$ cat config.mk
export PLATFORM = sky130hd
export DESIGN_NAME = systolic_array_ctrl
export DESIGN_NICKNAME = d
export VERILOG_FILES = /design/src/rtl/systolic_pkg.sv /design/src/rtl/skew_en_gen.sv /design/src/rtl/systolic_array_ctrl.sv
export SDC_FILE = /design/constraint.sdc
export NUM_CORES = 1
export LEC_CHECK = 0
export ABC_AREA = 1
export BUFFER_PORTS_ARGS = -buffer_cell sky130_fd_sc_hd__clkbuf_2
export CORE_ASPECT_RATIO = 1.25
export CORE_MARGIN = 1
export CORE_UTILIZATION = 55
export DETAILED_ROUTE_END_ITERATION = 8
export PLACE_DENSITY = 0.77
export SLEW_MARGIN = 20
export SYNTH_ARGS = -nofsm -noshare
export SYNTH_HDL_FRONTEND = slang
export SYNTH_SLANG_ARGS = --single-unit
export TNS_END_PERCENT = 20
$ cat constraint.sdc
create_clock -name clk -period 2.2 [get_ports clk]
set_input_delay 0.44 -clock clk [delete_from_list [all_inputs] [get_ports clk]]
set_output_delay 0.44 -clock clk [all_outputs]
set_load 0.02 [all_outputs]
$ cat src/rtl/systolic_pkg.sv
// Shared constants and state type for the systolic array sequencer.
// Optional abort support is enabled with the SYSTOLIC_CTRL_ABORT_EN macro.
package systolic_pkg;

  localparam int N     = 32;  // PE operand width (datapath lives in the PEs)
  localparam int SIZE  = 4;   // array dimension, legal 2..16
  localparam int K_MAX = 64;  // largest inner dimension accepted

  // Step counter width: must hold K_MAX + 2*SIZE - 1 without wrapping.
  function automatic int calc_cw(input int k_max, input int size);
    return $clog2(k_max + 2 * size);
  endfunction

  localparam int KW = $clog2(K_MAX + 1);
  localparam int CW = calc_cw(K_MAX, SIZE);

  typedef enum logic [2:0] {
    IDLE  = 3'd0,
    CLEAR = 3'd1,
    FEED  = 3'd2,
    DRAIN = 3'd3,
    DONE  = 3'd4
  } state_e;

endpackage

$ cat src/rtl/skew_en_gen.sv
// Skewed feed-enable window: bit i is high while step lies in [i, i + k_len).
// Purely combinational; the parent registers the result.
module skew_en_gen
  import systolic_pkg::*;
(
  input  logic [CW-1:0]   step_i,
  input  logic [KW-1:0]   k_len_i,
  output logic [SIZE-1:0] en_o
);

  // i + k_len never exceeds SIZE-1+K_MAX, which CW bits hold without overflow.
  for (genvar gi = 0; gi < SIZE; gi++) begin : g_win
    localparam logic [CW-1:0] IDX = CW'(gi);
    assign en_o[gi] = (step_i >= IDX) && (step_i < (IDX + CW'(k_len_i)));
  end

endmodule

$ cat src/rtl/systolic_array_ctrl.sv
// Sequencer for a SIZE x SIZE systolic array: CLEAR, FEED, DRAIN, DONE.
// Define SYSTOLIC_CTRL_ABORT_EN to add the abort input (abort -> CLEAR -> IDLE).
module systolic_array_ctrl
  import systolic_pkg::*;
(
  input  logic            clk,
  input  logic            clr,
  input  logic            start,
  input  logic [KW-1:0]   k_len,
`ifdef SYSTOLIC_CTRL_ABORT_EN
  input  logic            abort,
`endif
  output logic            busy,
  output logic            done,
  output logic            pe_clr,
  output logic            pe_read,
  output logic            pe_write,
  output logic [SIZE-1:0] row_en,
  output logic [SIZE-1:0] col_en,
  output logic [CW-1:0]   step
);

  localparam logic [CW-1:0] FEED_TAIL  = CW'(SIZE - 2);      // last FEED step = k + SIZE - 2
  localparam logic [CW-1:0] DRAIN_TAIL = CW'(2 * SIZE - 3);  // last DRAIN step = k + 2*SIZE - 3

  state_e          state_q, state_d;
  logic [KW-1:0]   k_q, k_d;
  logic [CW-1:0]   step_q, step_d;
  logic            abort_q, abort_d;   // current CLEAR is an abort wipe, go to IDLE after it
  logic            abort_req;

  logic            busy_d, done_d, pe_clr_d, pe_rw_d;
  logic [SIZE-1:0] row_win, col_win, row_en_d, col_en_d;
  logic            busy_q, done_q, pe_clr_q, pe_rw_q;
  logic [SIZE-1:0] row_en_q, col_en_q;

`ifdef SYSTOLIC_CTRL_ABORT_EN
  assign abort_req = abort;
`else
  assign abort_req = 1'b0;
`endif

  // Windows are evaluated on the next step value so the enables register in step with it.
  skew_en_gen u_row_win (.step_i(step_d), .k_len_i(k_q), .en_o(row_win));
  skew_en_gen u_col_win (.step_i(step_d), .k_len_i(k_q), .en_o(col_win));

  // State, job length, step counter and registered outputs.
  always_ff @(posedge clk or negedge clr) begin
    if (!clr) begin
      state_q  <= IDLE;
      k_q      <= '0;
      step_q   <= '0;
      abort_q  <= 1'b0;
      busy_q   <= 1'b0;
      done_q   <= 1'b0;
      pe_clr_q <= 1'b0;
      pe_rw_q  <= 1'b0;
      row_en_q <= '0;
      col_en_q <= '0;
    end else begin
      state_q  <= state_d;
      k_q      <= k_d;
      step_q   <= step_d;
      abort_q  <= abort_d;
      busy_q   <= busy_d;
      done_q   <= done_d;
      pe_clr_q <= pe_clr_d;
      pe_rw_q  <= pe_rw_d;
      row_en_q <= row_en_d;
      col_en_q <= col_en_d;
    end
  end

  // Next-state, step and job-length logic.
  always_comb begin
    state_d = state_q;
    k_d     = k_q;
    step_d  = step_q;
    abort_d = abort_q;
    case (state_q)
      IDLE: begin
        step_d = '0;
        if (start && (k_len != '0) && (32'(k_len) <= K_MAX)) begin
          state_d = CLEAR;
          k_d     = k_len;
          abort_d = 1'b0;
        end
      end
      CLEAR: begin
        step_d  = '0;
        state_d = abort_q ? IDLE : FEED;
        abort_d = 1'b0;
      end
      FEED: begin
        step_d = step_q + 1'b1;
        if (step_q == (CW'(k_q) + FEED_TAIL)) state_d = DRAIN;
      end
      DRAIN: begin
        step_d = step_q + 1'b1;
        if (step_q == (CW'(k_q) + DRAIN_TAIL)) state_d = DONE;
      end
      DONE: begin
        state_d = IDLE;
        step_d  = '0;
      end
      default: begin
        state_d = IDLE;
        step_d  = '0;
      end
    endcase
    // Abort wins over normal progress in any active state except DONE.
    if (abort_req && (state_q == CLEAR || state_q == FEED || state_q == DRAIN)) begin
      state_d = CLEAR;
      step_d  = '0;
      abort_d = 1'b1;
    end
  end

  // Output values for the upcoming state, registered above.
  always_comb begin
    busy_d   = (state_d != IDLE);
    done_d   = (state_d == DONE);
    pe_clr_d = (state_d == CLEAR);
    pe_rw_d  = (state_d == FEED) || (state_d == DRAIN);
    row_en_d = (state_d == FEED) ? row_win : '0;
    col_en_d = (state_d == FEED) ? col_win : '0;
  end

  assign busy     = busy_q;
  assign done     = done_q;
  assign pe_clr   = pe_clr_q;
  assign pe_read  = pe_rw_q;
  assign pe_write = pe_rw_q;
  assign row_en   = row_en_q;
  assign col_en   = col_en_q;
  assign step     = step_q;

endmodule

# ---- Yosys cells after proc, flatten, opt, wreduce, memory -nomap -nowiden
# Cells that the tools add are included.
dict set report classes {
  addsub 5
  order_cmp 9
  eq_ne 10
  mux 9
  n_reduce_logical 14
}
# cell n
set op_table {}
lappend op_table {{less-than comparator 7 bit} 4}
lappend op_table {{adder 2 x 7 -> 7 bit (first input constant)} 2}
lappend op_table {{equality test 7 bit} 2}
lappend op_table {{>= comparator 7 x 1 -> 1 bit (second input constant)} 2}
lappend op_table {{>= comparator 7 x 2 -> 1 bit (second input constant)} 2}
lappend op_table {{equality test 3 x 2 -> 1 bit (second input constant)} 4}
lappend op_table {{case mux 3 bit (4 select lines)} 1}
lappend op_table {{two-way mux 3 bit} 3}
lappend op_table {{adder 1 x 7 -> 7 bit (first input constant)} 1}
lappend op_table {{adder 7 x 1 -> 7 bit (second input constant)} 1}
lappend op_table {{adder 7 x 3 -> 7 bit (second input constant)} 1}
lappend op_table {{less-or-equal comparator 7 bit (second input constant)} 1}
lappend op_table {{two-way mux 7 bit} 1}
lappend op_table {{nonzero test 7 bit} 1}
lappend op_table {{equality test 3 x 1 -> 1 bit (second input constant)} 2}
lappend op_table {{logical AND 1 bit} 6}
lappend op_table {{two-way mux 4 bit} 1}
lappend op_table {{AND reduction 2 bit} 2}
lappend op_table {{equality test 3 bit (second input constant)} 1}
lappend op_table {{logical NOT 3 bit} 1}
lappend op_table {{nonzero test 3 bit} 1}
lappend op_table {{two-way mux 2 bit} 1}
lappend op_table {{inequality test 2 bit (second input constant)} 1}
lappend op_table {{case mux 1 bit (2 select lines)} 1}
lappend op_table {{other kinds (4)} 4}
dict set report totals {
  ff_bits 26
  input_bits 10
  out_inout_bits 20
  word_cells 56
}

# ---- Longest topological paths before layout
# Gate-level depths: netlist (run 1).
dict set report depth {
  depth_word 7
  depth_mapped 13
  depth_no_buf 13
}

# ---- Hierarchy
# Synthesis (run 1) repeated with hierarchy kept, for this count alone.
dict set report hier_totals {
  cells_unflattened 512
  area_unflattened_um2 3382.0
}
# mod instances cells_each area_each_um2 seq_area_each_um2
set modules_own_cells {}
lappend modules_own_cells {systolic_array_ctrl 1 226 1600.3 725.7}
lappend modules_own_cells {{skew_en_gen at u_row_win} 1 144 894.6 0.0}
lappend modules_own_cells {{skew_en_gen at u_col_win} 1 142 887.1 0.0}

# ---- Worst setup path after synthesis (run 1)
# Ideal clock, no wire load.
dict set report synth_timing {
  path_kind {reg-to-reg}
  from {register step_q[1] (netlist: step[1])}
  to {register col_en_q[1] (netlist: col_en[1])}
  setup_time_ps 72
  t_arrival_ps 1984
  t_required_ps 2128
  setup_slack_ps 144
  path_stages_with_launch 12
  path_buffers 0
  period_less_slack_ps 2056
  cell_sequence {dfrtp_1 -> ha_1 -> nand4_1 -> o21ai_0 -> nand3_1 -> inv_1 -> ha_1 -> a21oi_1 -> o21ai_0 -> a21oi_1 -> o21ai_0 -> nor2_1}
}
dict set report synth_via {
  elab_chain_cells 5
  elab_cells_between_ends 12
  cone_classes {1 x add/sub; 2 x order compare; 3 x eq/ne; 5 x mux; 1 x reduce/logical}
}
# element line_no
set synth_rtl {}
lappend synth_rtl {{from (decl)} systolic_array_ctrl.sv:28} ;# logic [CW-1:0] step_q, step_d;
lappend synth_rtl {{from (signal assigned)} systolic_array_ctrl.sv:63} ;# step_q <= step_d;
lappend synth_rtl {{adder 7 x 1 -> 7 bit (*)} {systolic_array_ctrl.sv:95, systolic_array_ctrl.sv:99}}
lappend synth_rtl {{two-way mux 7 bit (*)} --}
lappend synth_rtl {{named net step_d[6]} systolic_array_ctrl.sv:28}
lappend synth_rtl {{>= comparator 7 x 1 -> 1 bit or less-than comparator 7 bit (tied branches)} skew_en_gen.sv:14} ;# assign en_o[gi] = (step_i >= IDX) && (step_i < (IDX + CW'(k_len_i)));
lappend synth_rtl {{logical AND 1 bit (*)} skew_en_gen.sv:14}
lappend synth_rtl {{two-way mux 4 bit (*)} systolic_array_ctrl.sv:126} ;# col_en_d = (state_d == FEED) ? col_win : '0;
lappend synth_rtl {{named net col_en_d[1]} systolic_array_ctrl.sv:33} ;# logic [SIZE-1:0] row_win, col_win, row_en_d, col_en_d;
lappend synth_rtl {{to (signal assigned)} systolic_array_ctrl.sv:70} ;# col_en_q <= col_en_d;
lappend synth_rtl {{to (decl)} systolic_array_ctrl.sv:35} ;# logic [SIZE-1:0] row_en_q, col_en_q;
# The timed path passes the listed nets; every way through them passes the cells marked *.
# A chain may end at the register's enable or synchronous reset.

# ---- Final worst setup path (run 1)
dict set report layout_timing {
  from {register k_q[1]}
  to {register col_en_q[1] (netlist: col_en[1])}
}
dict set report layout_via {
  elab_chain_cells 6
  elab_cells_between_ends 12
  cone_classes {3 x add/sub; 1 x order compare; 3 x eq/ne; 4 x mux; 1 x reduce/logical}
}
# element line_no
set layout_rtl {}
lappend layout_rtl {{from (decl)} systolic_array_ctrl.sv:27} ;# logic [KW-1:0] k_q, k_d;
lappend layout_rtl {{from (signal assigned)} systolic_array_ctrl.sv:62} ;# k_q <= k_d;
lappend layout_rtl {{adder 7 x 3 -> 7 bit or adder 2 x 7 -> 7 bit (tied branches)} {systolic_array_ctrl.sv:100, systolic_array_ctrl.sv:96}}
lappend layout_rtl {{equality test 7 bit (on tied branches)} {systolic_array_ctrl.sv:100, systolic_array_ctrl.sv:96}}
lappend layout_rtl {{two-way mux 3 bit (on tied branches)} {systolic_array_ctrl.sv:100, systolic_array_ctrl.sv:96}}
lappend layout_rtl {{case mux 3 bit (4 select lines)} systolic_array_ctrl.sv:80} ;# case (state_q)
lappend layout_rtl {{equality test 3 x 2 -> 1 bit} systolic_array_ctrl.sv:126}
lappend layout_rtl {{two-way mux 4 bit (*)} systolic_array_ctrl.sv:126}
lappend layout_rtl {{named net col_en_d[1]} systolic_array_ctrl.sv:33}
# Marked as above.

==> results_dict.tcl, run 1 <==
set metrics [dict create \
    antenna_cells 0 \
    syn_area_um2 2240 \
    syn_nets 365 \
    antenna_found_initial 0 \
    status "complete, no violations" \
    yosys.area_share.simple_pct 30.7 \
    skew_ps 9.38 \
    fp.dieW_um 59.1 \
    setup_violations 0 \
    grt_usage_pct 27.6 \
    wl_per_cell_um 12.9 \
    yosysWarnings 0 \
    cts_root_buf "clkbuf_8" \
    synth-seq-cells 25 \
    tightestPinTransition_ps 639 \
    synth_top_family_by_area "simple AND/OR/NAND/NOR gates" \
    max_freq_mhz 477 \
    hpwl_mm 4.30 \
    avgSynthCellArea_um2 6.89 \
    portBuffers 29 \
    slew_headroom_pct 57.4 \
    synth_top_cell_by_area "dfrtp_1" \
    synthXorXnorAreaFrac_pct 4.70 \
    cp_slowest_cell "dfrtp_2" \
    wl_mm 5.36 \
    hold_viol 0 \
    io_pins 30 \
    drv_slew 0 \
    grt_start_max_net_pins 26 \
    clockBufferDepth 2 \
    rows 25 \
    hp-class "input pin to asynchronous set/reset pin" \
    place_congestion 0.888 \
    synth.area.top_cells "dfrtp_1 (28%), nand2_1 (17%), ha_1 (17%)" \
    synth_top_area_share_pct 27.9 \
    cp-start-kind "register" \
    syn_inst 325 \
    cts-hold-fix-buffers 0 \
    clock_latency_ps 280 \
    crit_start "k_q[1]" \
    synth.area.mux_share_pct 0 \
    vias_per_cell 5.18 \
    crit_path_max_fanout 7 \
    rr_startpoint "k_q[1]" \
    worstPathRequired_ps 2410 \
    synth_compound_area_share_pct 9.33 \
    ctsHtreeMaxLevel 1 \
    synth_edf_count 0 \
    final_nets 401 \
    tritoncts "done" \
    cp_cell_sequence "ha_1 -> nand3_1 -> xor2_2 -> nor2_1 -> a21oi_1 -> ha_1 -> nand2_1 -> o21ai_1 -> a21oi_1 -> o21ai_0 -> nor2_1" \
    drtAntennaViolNets 0 \
    nFillCells 376 \
    peakVddDrop_v 0.000181 \
    layout-drive-gt1-share_pct 18.1 \
    cts_made_buffers 3 \
    p_leak_nw 1.49 \
    final_common_cell "nand2_1" \
    cpPeakStageDelay_ps 460 \
    fin_util_pct 66.4 \
    dieArea_um2 4330 \
    route.vias.total 2145 \
    drt-initial-drc-count 99 \
    fin_setup_tns_ps 0 \
    start_util_pct 58.2 \
    overflow 0 \
    grt_pass1_vias 1937 \
    period_needed_ps 2100 \
    final_cell_mix "nand2_1 (104), inv_1 (38), ha_1 (29), clkbuf_2 (29), nor2_1 (26)" \
    post_synth_num_cell_types 24 \
    yosysSeqAreaShare_pct 27.9 \
    clk_pin_slew_ps 100 \
    area_growth_syn_to_layout_pct 14.1 \
    timing.max_cap.violations 0 \
    cp.arrival_ps 2300 \
    power_per_cell_area_nw_per_um2 301 \
    synthArstFlopShare_pct 100 \
    grt_pass1_wl_mm 8.83 \
    cts.sinks 25 \
    synth_ff_type "dfrtp_1" \
    fin_total_pwr_mw 0.768 \
    rsz0062_at_grt "true" \
    drt_pass1_iterations 4 \
    criticalPathCategory "register to register" \
    core_area_um2 3850 \
    hold_ws_ps 167 \
    endpoint_kind "register" \
    min_period_over_period_pct 95.3 \
    synthAdderAreaFrac_pct 16.8 \
    die_h_um 73.3 \
    drcViolationCount 0 \
]
## repair_timing
action / 4_1_cts / 5_1_grt
buffers inserted: 0 / 1
setup endpoints to repair: 0 / 3
resized for setup: 0 / 16
## state kept, by name, summed over array words and instances, names as in the netlist
register  cells
state_q       3
pe_read       1
step          7
col_en        4
done          1
pe_clr        1
busy          1
k_q           7
## Yosys cell counts (all sizes together), types with 2 or more instances
cell type	n
a21oi	17
buf	10
dfrtp	25
ha	30
inv	43
nand2	106
nand3	22
nand4	5
nor2	29
nor4	2
o21ai	18
o31ai	2
xor2	11
## worst max-delay path, delay by kind of cell (launching register included)
family | cells | cell delay (ps)
simple gates | 4 | 450
fa+ha+maj | 2 | 490
xor+xnor | 1 | 220
flops | 1 | 460
compound gates | 4 | 420
## through the flow
| step | cells | cell area (um^2) | worst slack (ps) |
|---|---|---|---|
| 4_1_cts | 413 | 2510 | 40.9 |
| 3_3_place_gp | 409 | 2460 | 85.6 |
| 3_5_place_dp | 409 | 2460 | 76.1 |
| 5_1_grt | 414 | 2550 | -13.7 |
| 2_1_floorplan | 325 | 2240 | 144 |
| 6_report | 414 | 2550 | 103 |
## kinds of logic after synthesis
logic type / Yosys count
xor+xnor: 12
buf+inv: 54
flops: 25
compound gates: 38
simple gates: 166
fa+ha+maj: 30
## metal layers
metal	wire (um)	global-route usage (%)	part of all wire [%]
met5	0	0	0
met4	155	9.26	2.9
met3	248	1.94	4.6
met2	2670	49.4	50
met1	2280	34.7	43
## worst paths after layout
check | end | depth (start not counted) | slack [ps]
worst max-delay path | col_en[1] | 11 | 100
worst min-delay path | col_en[0] | 1 | 170
worst max register to register | col_en[1] | 11 | 100
worst min register to register | k_q[0] | 2 | 590
max in group asynchronous | k_q[1] | 1 | 1580
min in group clk | k_q[3] | 3 | 380
## where the power goes
group | leakage, nW | total (mW) | switching, mW | internal [mW]
clock | 0.0217 | 0.288 | 0.159 | 0.129
combinational | 1.19 | 0.0209 | 0.0139 | 0.00697
sequential | 0.278 | 0.459 | 0 | 0.459
total | 1.49 | 0.768 | 0.173 | 0.595
## final cells by class
class                      instances  area, um^2  area share (%)
clock buffer                       3        41.3            1.62
clock inverter                     1        7.51           0.294
inverter                          44         165            6.46
timing repair buffer              41         235            9.21
tap                               54        67.6            2.64
sequential                        25         631            24.7
multi-input combinational        246        1410            55.1
Power figures use the tool's default switching activity.
==> run 2: changes to the inputs <==
--- a/config.mk
+++ b/config.mk
@@ -7,7 +7,6 @@
 export LEC_CHECK = 0
 export ABC_AREA = 1
 export BUFFER_PORTS_ARGS = -buffer_cell sky130_fd_sc_hd__clkbuf_2
-export CORE_ASPECT_RATIO = 1.25
 export CORE_MARGIN = 1
 export CORE_UTILIZATION = 55
 export DETAILED_ROUTE_END_ITERATION = 8
==> run 2 against run 1 <==
Count of clock-buffer cells in the layout stayed put. Sequential share of layout area is 0.16 points lower. Clock skew is 5.9 ps lower. Worst hold slack better by 10 ps. Total power is 1.3% lower. Register-to-register slack better by 40 ps. Global-route usage is 0.16 points lower. Highest routed layer unchanged.
==> results_dict.tcl, run 2 (synthesis gave the netlist of run 1 again) <==
set metrics [dict create \
    cp_cell_sequence "ha_4 -> nand4_1 -> nor2_1 -> nand2_1 -> nand3_2 -> inv_2 -> ha_1 -> a21oi_1 -> o21ai_0 -> a21oi_1 -> o21ai_0 -> nor2_1" \
    hpwl_mm 4.40 \
    p_comb_share_pct 2.8 \
    overflow 0 \
    drt_pass1_iterations 4 \
    ctsHtreeMaxLevel 1 \
    skew_ps 3.43 \
    clk_pin_slew_ps 90 \
    crit_path_max_fanout 5 \
    cts_root_buf "clkbuf_8" \
    reg2reg_setup_slack_ps 150 \
    dieArea_um2 4330 \
    grt_start_max_net_pins 26 \
    worst_slack_ps 146 \
    cpPeakStageDelay_ps 400 \
    antenna_found_initial 0 \
    vias_per_cell 5.28 \
    drt-initial-drc-count 200 \
    cp.arrival_ps 2260 \
    regToRegEndpoint "col_en[2]" \
    endpoint_kind "register" \
    dpl_worst_slack_ps 35.2 \
    grt_usage_pct 27.4 \
    grt_pass1_wl_mm 8.91 \
    cts_made_buffers 3 \
    p_sw_mw 0.165 \
    cp-start-kind "register" \
    rows 22 \
    r2r_cells 12 \
    tritoncts "done" \
    drcViolationCount 0 \
    clockBufferDepth 2 \
    setup_violations 0 \
    hold_viol 0 \
    tightestPinTransition_ps 648 \
    rsz0062_at_grt "true" \
    p_leak_nw 1.50 \
    start_util_pct 59.4 \
    cp_slowest_cell "dfrtp_1" \
    place_congestion 0.914 \
    worstPathRequired_ps 2410 \
    layout-drive-gt1-share_pct 18.8 \
    drv_slew 0 \
    antenna_cells 0 \
    rr_startpoint "step[0]" \
    min_period_over_period_pct 93.4 \
    hp-class "input pin to asynchronous set/reset pin" \
    period_needed_ps 2050 \
    io_pins 30 \
    drtAntennaViolNets 0 \
    peakVddDrop_v 0.000192 \
    core_area_um2 3770 \
    fp.dieW_um 65.8 \
    cts-hold-fix-buffers 0 \
    final_cell_mix "nand2_1 (104), inv_1 (38), clkbuf_2 (29)" \
    cts.sinks 25 \
    final_common_cell "nand2_1" \
    criticalPathCategory "register to register" \
    hold_ws_ps 177 \
    wl_per_cell_um 13.2 \
    portBuffers 29 \
    p_seq_share_pct 60.6 \
    timing.max_cap.violations 0 \
    area_growth_syn_to_layout_pct 14.6 \
    die_h_um 65.8 \
    power_per_cell_area_nw_per_um2 295 \
    max_freq_mhz 487 \
    grt_pass1_vias 1945 \
    p_int_mw 0.593 \
    slew_headroom_pct 56.8 \
    route.vias.total 2165 \
    swShare_pct 21.8 \
    pwr-share-clk_pct 36.6 \
    clock_latency_ps 270 \
    final_nets 403 \
    wl_mm 5.42 \
    status "complete, no violations" \
]
==> run 2: cell count changes in the layout (fill, tap and decap cells not counted), sizes merged <==
| cell | change |
|---|---|
| buf | +2 |
| clkinvlp | -1 |
| clkinv | +1 |
==> run 2: power by group through the flow <==
| stage | combinational [mW] | sequential (mW) | clock, mW |
|---|---|---|---|
| after floorplan | 0.00331 | 0.468 | 0 |
| after global placement | 0.0218 | 0.468 | 0 |
| after detailed placement | 0.0220 | 0.468 | 0 |
| after CTS | 0.0220 | 0.459 | 0.283 |
| after global routing | 0.0253 | 0.459 | 0.304 |
| final | 0.0211 | 0.459 | 0.278 |
==> run 2: worst max-delay path: cells and delay by family, from the launching register on <==
kind,cells,cell delay (ps)
adders and majority gates,2,470
buffers and inverters,1,70
and+or+nand+nor,5,530
AOI/OAI and AO/OA,4,520
DFF,1,400
==> run 2: worst max-delay path by stage <==
stage | start | end | depth (start not counted)
6_report | step[0] | col_en[2] | 12
2_1_floorplan | step[1] | col_en[1] | 11
3_3_place_gp | k_q[0] | col_en[1] | 10
3_5_place_dp | k_q[1] | col_en[3] | 11
4_1_cts | k_q[0] | col_en[3] | 11
5_1_grt | k_q[4] | col_en[2] | 10
==> run 2: timing repair <==
item,CTS,global route
cloned,0,0
pin swaps,0,2
buffers inserted,0,1
endpoints found under the setup margin,1,4
gates resized for setup,1,12
endpoints found under the hold margin,0,0
==> run 2: per-stage QoR <==
step | cell area, um^2 | setup TNS, ps | power (mW) | util [%] | cells
finish | 2570 | 0 | 0.758 | 68.0 | 410
global route | 2570 | -95.4 | 0.789 | 68.0 | 410
CTS | 2520 | 0 | 0.764 | 66.8 | 409
detailed placement | 2470 | 0 | 0.490 | 65.5 | 405
global placement | 2470 | 0 | 0.490 | 65.5 | 405
floorplan | 2240 | 0 | 0.472 | - | 325
==> run 2: cell type report <==
| cell class | instances | area [um^2] |
|---|---|---|
| clock inverters | 1 | 5.00 |
| fillers | 342 | 1200 |
| inverters | 44 | 165 |
| flip-flops and latches | 25 | 629 |
| clock buffers | 3 | 41.3 |
| repair buffers | 43 | 250 |
| well taps | 48 | 60.1 |
| multi-input cells | 246 | 1420 |
==> run 2: per-layer routing <==
layer | wire, um | global-route usage [%]
met1 | 2400 | 37.9
met2 | 2510 | 44.4
met3 | 382 | 2.07
met4 | 130 | 10.3
met5 | 0 | 0
==> run 3: changes to the inputs <==
--- a/config.mk
+++ b/config.mk
@@ -5,12 +5,11 @@
 export SDC_FILE = /design/constraint.sdc
 export NUM_CORES = 1
 export LEC_CHECK = 0
-export ABC_AREA = 1
 export BUFFER_PORTS_ARGS = -buffer_cell sky130_fd_sc_hd__clkbuf_2
-export CORE_MARGIN = 1
+export CORE_MARGIN = 2
 export CORE_UTILIZATION = 55
 export DETAILED_ROUTE_END_ITERATION = 8
-export PLACE_DENSITY = 0.77
+export PLACE_DENSITY = 0.76
 export SLEW_MARGIN = 20
 export SYNTH_ARGS = -nofsm -noshare
 export SYNTH_HDL_FRONTEND = slang
==> run 3 against run 2 <==
Die area is 9.7% higher. Synthesized cell count shrank 23%. Critical path depth fell by 3. Setup slack worse by 130 ps. Critical path type unchanged. Critical endpoint is now col_en[3]. Highest routed layer unchanged.
==> results_dict.tcl, run 3 <==
set metrics [dict create \
    cp_slowest_cell "dfrtp_2" \
    place_inst 338 \
    hpwl_mm 4.53 \
    yosysWarnings 0 \
    clk_pin_slew_ps 100 \
    drt-initial-drc-count 194 \
    vias_per_cell 6.03 \
    fp.dieW_um 68.9 \
    area_growth_syn_to_layout_pct 30.1 \
    synth_top_family_by_area "compound AO/OA/AOI/OAI gates" \
    die_h_um 68.9 \
    final_cell_mix "buf_4 (38), clkbuf_2 (29), xnor2_1 (23)" \
    drcViolationCount 0 \
    place_area_um2 2670 \
    portBuffers 29 \
    hold_ws_ps 178 \
    synth.area.mux_share_pct 2.92 \
    use_met2_pct 49.2 \
    core_area_um2 4030 \
    synth_compound_area_share_pct 17.1 \
    hold_viol 0 \
    clock_latency_ps 270 \
    min_period_over_period_pct 99.3 \
    drv_slew 0 \
    synth-seq-cells 25 \
    place_congestion 0.916 \
    seqCellArea_um2 633 \
    syn_inst 249 \
    synth.area.top_cells "dfrtp_1 (27%), ha_1 (16%), xnor2_1 (9.4%)" \
    hp-class "input pin to asynchronous set/reset pin" \
    antenna_found_initial 0 \
    finalInstanceArea_um2 3010 \
    start_util_pct 57.5 \
    max_freq_mhz 458 \
    synth_edf_count 0 \
    tightestPinTransition_ps 666 \
    skew_ps 1.43 \
    yosys.area_share.simple_pct 15.8 \
    cp-start-kind "register" \
    synthXorXnorAreaFrac_pct 13.2 \
    cp.arrival_ps 2350 \
    synth_top_cell_by_area "dfrtp_1" \
    path_delay_family "compound AO/OA/AOI/OAI gates" \
    cts-hold-fix-buffers 0 \
    ctsHtreeMaxLevel 1 \
    cts.sinks 25 \
    grt_start_max_net_pins 26 \
    synth_top_area_share_pct 27.0 \
    final_nets 341 \
    drtAntennaViolNets 0 \
    grt_usage_pct 27.6 \
    drt_pass1_iterations 4 \
    synthAdderAreaFrac_pct 16.2 \
    busiest_layer "met2" \
    clockBufferDepth 2 \
    cts_root_buf "clkbuf_8" \
    tritoncts "done" \
    final_common_cell "buf_4" \
    syn_nets 289 \
    grt_pass1_wl_mm 9.63 \
    dieArea_um2 4750 \
    cts_made_buffers 3 \
    period_needed_ps 2180 \
    ys_top_cells_by_count "ha_1 (30), dfrtp_1 (25), xnor2_1 (25), nor2_1 (19), nand2_1 (13)" \
    route.vias.total 2112 \
    endpoint_kind "register" \
    timing.max_cap.violations 0 \
    grt_use_met1_pct 36.6 \
    layout-drive-gt1-share_pct 40.3 \
    wl_mm 6.71 \
    synthArstFlopShare_pct 100 \
    synth_ff_type "dfrtp_1" \
    antenna_cells 0 \
    setup_violations 0 \
    rsz0062_at_grt "true" \
    syn_area_um2 2320 \
    cpPeakStageDelay_ps 470 \
    slew_headroom_pct 55.6 \
    worst-path-buf-inv 1 \
    nFillCells 286 \
    grt_pass1_vias 2021 \
    overflow 0 \
    fin_setup_tns_ps 0 \
    status "complete, no violations" \
    post_synth_num_cell_types 53 \
    crit_path_max_fanout 8 \
    synth_most_common_cell "ha_1" \
    wl_per_cell_um 19.2 \
    criticalPathCategory "register to register" \
    avgSynthCellArea_um2 9.31 \
    io_pins 30 \
    worstPathRequired_ps 2370 \
    yosysSeqAreaShare_pct 27.0 \
    instances_no_fill 350 \
    rows 23 \
    cp_cell_sequence "buf_4 -> ha_4 -> a21oi_1 -> nor2_1 -> xnor2_1 -> ha_1 -> nand4_1 -> a211o_1 -> o2111a_1" \
    use_met3_pct 2.44 \
    multiInputGateArea_um2 1770 \
]
run 3: cell types whose count changed after synthesis, sizes merged, moves of 7 or more:
cell,change
nand3,-15
nand2,-92
o21ai,-13
nor2,-10
a21o,+7
xnor2,+25
buf,+8
inv,-31
run 3: area by class of cell:
type / instances / area share, %
Tap cell: 50 / 2.08
Clock inverter: 1 / 0.166
Sequential cell: 25 / 21.0
Inverter: 12 / 1.49
Timing Repair Buffer: 69 / 15.0
Multi-Input combinational cell: 190 / 58.9
Clock buffer: 3 / 1.37
run 3: worst reg2reg max path, delay by kind of cell (launching register included):
kind,cells,cell delay (ps)
fa+ha+maj,2,520
compound gates,3,550
simple gates,2,210
buf+inv,1,160
xor+xnor,1,160
flops,1,470
run 3: logic make-up (layout without fill, tap and decap cells):
| logic type | after synthesis | after routing |
|---|---|---|
| buffers and inverters | 34 | 85 |
| xor gates and xnor gates | 34 | 34 |
| AOI/OAI and AO/OA | 53 | 53 |
| DFF | 25 | 25 |
| adders and majority gates | 30 | 30 |
| muxes | 6 | 6 |
| and+or+nand+nor | 67 | 67 |
run 3: timing repair:
| action | CTS | global route |
|---|---|---|
| gates resized for setup | 13 | 27 |
| pin swaps | 5 | 15 |
| endpoints found under the setup margin | 2 | 9 |
| buffers inserted | 3 | 5 |
| hold endpoints to repair | 0 | 0 |
run 3: stage by stage:
stage / setup slack (ps) / util (%)
6_report: 15.3 / 74.8
5_1_grt: -74.9 / 74.8
4_1_cts: -9.94 / 70.3
3_5_place_dp: -48.5 / 66.4
3_3_place_gp: -21.4 / 66.4
2_1_floorplan: -169 / -
run 3: worst paths after layout:
check	from	to	slack [ps]	depth (start not counted)
worst min register to register	k_q[4]	k_q[4]	590	1
min in group clk	k_len[5]	k_q[5]	400	2
worst max-delay path	k_q[1]	col_en[3]	20	9
worst min-delay path	clr	k_q[6]	180	1
worst max register to register	k_q[1]	col_en[3]	20	9
max in group asynchronous	clr	step[0]	1550	1
run 3: metal layers:
| layer | part of all wire (%) | up-vias |
|---|---|---|
| met5 | 0 | - |
| met4 | 3.2 | 0 |
| met3 | 6.8 | 22 |
| met2 | 50 | 111 |
| met1 | 40 | 997 |
| li1 | - | 982 |
Power of run 3 is not shown: default switching activity piles up to over one toggle a cycle in this logic, so the estimate is an artifact.
